--- src/rtl/systolic_pkg.sv ---
// systolic_pkg: shared constants and FSM state type for the systolic array read-out path
package systolic_pkg;
  localparam int DATA_WIDTH = 8;
  localparam int BANK_DEPTH = 8;
  localparam int BEAT_BYTES = 4;
  localparam int NUM_BEATS  = BANK_DEPTH / BEAT_BYTES;
  typedef enum logic {IDLE, SEND} state_t;
endpackage

--- src/rtl/byte_bank_serializer.sv ---
// byte_bank_serializer: unloads an 8-byte vector onto a 32-bit bus as two tagged beats
module byte_bank_serializer #(
  parameter int DATA_WIDTH = systolic_pkg::DATA_WIDTH,
  parameter int BANK_DEPTH = systolic_pkg::BANK_DEPTH,
  parameter int BEAT_BYTES = systolic_pkg::BEAT_BYTES,
  localparam int NUM_BEATS = BANK_DEPTH / BEAT_BYTES,
  localparam int BW = (NUM_BEATS > 1) ? $clog2(NUM_BEATS) : 1
) (
  input  logic                             clk,
  input  logic                             reset,
  input  logic                             load_valid,
  output logic                             load_ready,
  input  logic [BANK_DEPTH*DATA_WIDTH-1:0] load_data,
  output logic                             out_valid,
  input  logic                             out_ready,
  output logic [BEAT_BYTES*DATA_WIDTH-1:0] out_data,
  output logic [BW-1:0]                    out_beat,
  output logic                             out_last,
  output logic [15:0]                      vec_count
);
  import systolic_pkg::state_t;
  import systolic_pkg::IDLE;
  import systolic_pkg::SEND;
  localparam int BEAT_W = BEAT_BYTES * DATA_WIDTH;
  state_t                          state_q;
  logic [BW-1:0]                   idx_q;
  logic [BANK_DEPTH*DATA_WIDTH-1:0] vec_q;
  logic [15:0]                     cnt_q;
  logic                            send, last, load_fire, out_fire;
  always_comb begin
    send       = state_q == SEND;
    last       = idx_q == BW'(NUM_BEATS - 1);
    out_valid  = send;
    out_last   = send && last;
    out_beat   = idx_q;
    out_data   = vec_q[idx_q*BEAT_W +: BEAT_W];
    // last-beat acceptance frees the register in the same cycle, so no bubble between vectors
    load_ready = !reset && (send ? (last && out_ready) : 1'b1);
    load_fire  = load_valid && load_ready;
    out_fire   = send && out_ready;
    vec_count  = cnt_q;
  end
  always_ff @(posedge clk) begin
    if (reset) begin
      state_q <= IDLE;
      idx_q   <= '0;
      vec_q   <= '0;
      cnt_q   <= '0;
    end else begin
      if (out_fire) begin
        idx_q   <= last ? '0 : idx_q + 1'b1;
        state_q <= last ? IDLE : SEND;
        if (last) cnt_q <= cnt_q + 16'd1;
      end
      if (load_fire) begin
        vec_q   <= load_data;
        idx_q   <= '0;
        state_q <= SEND;
      end
    end
  end
endmodule
--- config.mk ---
export PLATFORM = sky130hd
export DESIGN_NAME = byte_bank_serializer
export DESIGN_NICKNAME = d
export VERILOG_FILES = /design/src/rtl/systolic_pkg.sv /design/src/rtl/byte_bank_serializer.sv
export SDC_FILE = /design/constraint.sdc
export NUM_CORES = 1
export LEC_CHECK = 0
export CORE_UTILIZATION = 41
export DETAILED_ROUTE_END_ITERATION = 7
export PLACE_DENSITY = 0.76
export SYNTH_ARGS = -nofsm -noshare
export SYNTH_HDL_FRONTEND = slang
export SYNTH_SLANG_ARGS = --single-unit
--- constraint.sdc ---
create_clock -name clk -period 1.6 [get_ports clk]
set_input_delay 0.32 -clock clk [delete_from_list [all_inputs] [get_ports clk]]
set_output_delay 0.32 -clock clk [all_outputs]
set_load 0.03 [all_outputs]
# After elaboration in Yosys (flattened, before gate mapping)
# Cells that the tools add are included.
# totals
ff_bits	82
output_inout_bits	52
in_bits	68
wordCells	21
# classes
n_addsub	2
muxes	5
shift	1
reduce_logical	9
# op_table
operator	n
$shiftx 64x7->32	1
$add 16x1->16 const B	1
$logic_and 1x1->1	5
$mux 1	5
$reduce_and 2->1	1
$reduce_bool 2->1	1
$reduce_or 2->1	1
$add 1x1->1 const B	1
$logic_not 1->1	1

# Logic depth before layout (Yosys ltp)
# depth
word_depth	5
ltp_mapped	8
ltp_nobuf	4

# Least setup slack after synthesis
# Ideal clock, no wire load.
# synth_path
path_kind	register -> output
startpoint	register idx_q, in the netlist out_beat
endpoint	output out_data[13]
path_buffers	2
slack_ns	-0.216
arrival_time_ns	1.496
required_time_ns	1.280
stages_incl_launch_ff	4
path_cell_list	dfxtp_1 > buf_4 > clkbuf_1 > mux2_2
# synth_between
elab_chain_cells	1
# synth_rtl
item	line_no	text
start: declaration	byte_bank_serializer.sv:26	logic [BW-1:0] idx_q;
start signal: assignment	byte_bank_serializer.sv:51	idx_q <= last ? '0 : idx_q + 1'b1;
$shiftx 64x7->32	byte_bank_serializer.sv:36	out_data = vec_q[idx_q*BEAT_W +: BEAT_W];
end: declaration	byte_bank_serializer.sv:16	output logic [BEAT_BYTES*DATA_WIDTH-1:0] out_data,
# Every way passes these cells.

# Worst setup path in the final report
# layout_path
startpoint	register idx_q, in the netlist out_beat
endpoint	output out_data[23]
# The elaborated chain is that of the path after synthesis.

==> metrics.csv <==
stage,metric,value,unit
floorplanning,Core ar.,8258,um^2
final_layout,"non-filler cells, final",650,
critical_path,origin of the critical flop-to-flop path,out_beat,
sta,Final Slew Violations,0,
critical_path,crit-path max FO,4,
critical_path,worst reg-to-reg path cell count,9,
logic_synthesis,Netlist cell types,24,
clock_network,CTS Sinks,82,
min_path,hold path endpoint,vec_q[18],
outcome,status,finished with violations,
floorplanning,Initial Utilization,42.77,%
pwr,switching share of total power,25.79,%
place,DP Worst Slack,-391.2,ps
logic_synthesis,synth top area cells,"dfxtp_1 (46%), nand2b_1 (11%), mux2_2 (10%)",
run,MaxCap Viol Count,0,
pwr,pwr dens,850.2,nW/um^2
critical_path,critical path depth,4,
critical_path,critical path's slowest cell,dfxtp_4,
critical_path,CP Buf/Inv Count,3,
sta,post-layout min period,1772,ps
clock_network,CTS buffer count,9,
clock_network,clk buf depth,2,
place,post-DP HPWL,5.854,mm
pwr,Reg power frac,46.1,%
min_path,Hold Crit Start,vec_q[18],
critical_path,largest stage delay on the critical path,420,ps
final_layout,nets@finish,609,
logic_synthesis,synthesized flop and latch total,82,
sta,Final period util,110.8,%
sta,final setup vio count,62,
critical_path,CP Data Required Time,1280,ps
pwr,Int Pwr,3.575,mW
clock_network,CTS tree,built,
outcome,failing checks,negative setup slack,
drt,routed via count,3278,
final_layout,fill count,666,
floorplanning,Die Span Y,94.82,um
logic_synthesis,Mapped Cells,406,
logic_synthesis,Syn Nets,475,
sta,RSZ-0062 raised after global routing,true,
critical_path,CP dominant cell by count,buf_6,
pwr,clock share of power,33.1,%
critical_path,R2R Path End,vec_q[63],
critical_path,Crit Path Category,register to output port,
final_layout,layout cell share with drive strength beyond 1,27.34,%
sta,final setup margin,-172.4,ps
floorplanning,Total Die Area,8990,um^2
sta,Hold Fails Final Rpt,0,
place,Inst Count DP,620,
global_routing,vias in the first global route,3072,
pwr,logic gate share of total power,20.8,%
floorplanning,num rows,33,
critical_path,"Arr. time, crit path",1450,ps
sta,fmax,564.2,MHz
global_routing,initial antenna violation count,0,
logic_synthesis,register area share after synthesis,46.48,%
clock_network,"Clk pin slew, worst setup/hold paths",80,ps
logic_synthesis,top-area cell type share of the netlist area,46.48,%
critical_path,CP endpoint kind,output port,
place,port bufs,119,
sta,Worst Skew,9.339,ps
drt,drt total wl,9.795,mm
critical_path,reg-to-reg setup timing slack,-80,ps
final_layout,# diodes,0,
final_layout,Area growth syn-to-layout,60.43,%
drt,Vias/cell,5.043,
logic_synthesis,mapped cell area,3532,um^2
drt,post-detailed-route DRC marker count,0,
pwr,Sw Pwr,1.243,mW
floorplanning,Ports,120,
drt,routed wire length per instance,15.07,um
drt,Starting DRT DRC Count,113,
global_routing,first-pass GRT wire length,14.27,mm
sta,Worst slew margin,79.69,%
logic_synthesis,post-synth top area cell,dfxtp_1,
place,Final GP Congestion,0.7949,
sta,Tightest Pin Transition,302.1,ps
global_routing,largest net degree at the start of global routing,84,
logic_synthesis,Yosys warnings,0,
critical_path,"Cell Chain, Critical Path",buf_12 > buf_6 > mux2_4 > buf_6,
min_path,hold path cells,2,
pwr,Max VDD drop,675.6,uV
drt,1st-pass router iterations,4,
min_path,Hold Path Class,register to register,
critical_path,startpoint types,register,
clock_network,H-tree Lvls,3,
drt,post-route ant nets,0,
clock_network,clk_lat worst skew,340,ps
logic_synthesis,average size of a mapped cell,8.700,um^2
critical_path,CP top delay family,flip-flops,
floorplanning,Die W,94.82,um
global_routing,grt total ovfl,0,
pwr,Lkg Pwr,2.272,nW
clock_network,CTS Hold Bufs,0,
global_routing,GRT Overall Usage,20.33,%
clock_network,Root Buffer,clkbuf_8,
-- Yosys cell counts --
| library cell | count |
|---|---|
| nand2b_1 | 64 |
| nor2_1 | 14 |
| nand3_4 | 1 |
| a21boi_0 | 1 |
| nand3_1 | 5 |
| or4_1 | 1 |
| o21ai_0 | 70 |
| mux2i_1 | 2 |
| or3_1 | 6 |
| nand4_2 | 1 |
| buf_2 | 7 |
| nand2_1 | 69 |
| ha_1 | 1 |
| buf_4 | 4 |
| nor3b_1 | 1 |
| dfxtp_1 | 82 |
| a21oi_1 | 8 |
| and2_1 | 2 |
| and4_1 | 3 |
| o31ai_1 | 1 |
| mux2_2 | 32 |
| xor2_1 | 8 |
| nand4_1 | 5 |
| clkbuf_1 | 18 |
-- state kept, by name, indices dropped and copies added, names as in the netlist --
signal     cells
out_beat       1
out_valid      1
vec_count     16
vec_q         64
-- per-stage QoR --
step / util [%] / TNS, ps / power (mW) / hold slack (ps) / cell area (um^2)
floorplan: - / -285.9 / 2.661 / 428.6 / 3570
global placement: 59.80 / -25040 / 3.037 / 454.9 / 4938
detailed placement: 59.80 / -27230 / 3.051 / 463.4 / 4938
CTS: 65.11 / -4828 / 4.725 / 459.5 / 5376
global route: 68.62 / -10430 / 5.004 / 486.2 / 5667
finish: 68.62 / -4921 / 4.818 / 465.3 / 5667
-- logic make-up (layout without fill, tap and decap cells) --
logic type | after synthesis | count (layout) | share of synthesized area (%)
XOR/XNOR | 8 | 8 | 1.984
multiplexers | 34 | 34 | 10.77
flip-flops | 82 | 82 | 46.48
buffers and inverters | 29 | 168 | 3.755
AND/OR/NAND/NOR | 172 | 172 | 25.19
adder cells (fa/ha/maj) | 1 | 1 | 0.3542
AO/OA/AOI/OAI | 80 | 80 | 11.48
-- worst max-delay path by stage --
stage                     slack [ps]            end      start
after global routing            -210   out_data[23]   out_beat
after global placement          -330  vec_count[15]  out_ready
after floorplan                  -20      vec_q[29]   out_beat
final                           -170   out_data[23]   out_beat
after CTS                       -190   out_data[23]   out_beat
after detailed placement        -390  vec_count[15]  out_ready
-- cell usage in the layout, fill, tap and decap left out, types with 11 or more instances in the layout --
| master | Yosys | layout |
|---|---|---|
| clkdlybuf4s50_1 | 0 | 66 |
| nand2b_1 | 64 | 64 |
| buf_4 | 4 | 12 |
| o21ai_0 | 70 | 11 |
| dlygate4sd2_1 | 0 | 17 |
| dfxtp_1 | 82 | 71 |
| nand2_1 | 69 | 59 |
| mux2_4 | 0 | 22 |
| nor2_1 | 14 | 13 |
| buf_6 | 0 | 35 |
| o21ai_1 | 0 | 55 |
| buf_12 | 0 | 11 |
-- final cells by class --
type                    instances  area [um^2]  area share [%]
multi-input cells             295         1911           33.72
clock inverters                 3        45.04          0.7949
repair buffers                152         1744           30.78
clock buffers                  13        170.2           3.003
well taps                     105        131.4           2.318
flip-flops and latches         82         1665           29.39
-- worst register-to-register path: cells and delay by family (launching register included) --
family | cells | cell delay [ps]
flip-flops | 1 | 420
AO/OA/AOI/OAI | 2 | 130
AND/OR/NAND/NOR | 2 | 280
buffers and inverters | 5 | 770
-- routing by layer --
layer	part of all wire, %	global-route usage (%)	up-vias
met5	0	0	-
met4	0.74	6.439	0
met3	6.4	5.797	8
met2	50	33.81	100
met1	43	25.29	1543
li1	-	-	1627
-- what timing repair did --
action / in CTS / in global routing
pin swaps: 0 / 12
buffers inserted: 2 / 4
cloned: 2 / 7
setup endpoints to repair: 52 / 104
gates resized for setup: 239 / 76
-- power groups by stage --
stage          registers, mW  clock network (mW)  logic [mW]
4_1_cts                 2.22                1.61       0.896
6_report                2.22                1.59        1.00
5_1_grt                 2.24                1.71        1.06
3_5_place_dp            2.26                   0       0.790
2_1_floorplan           2.25                   0       0.413
3_3_place_gp            2.25                   0       0.783
(Power assumes the default switching activity.)
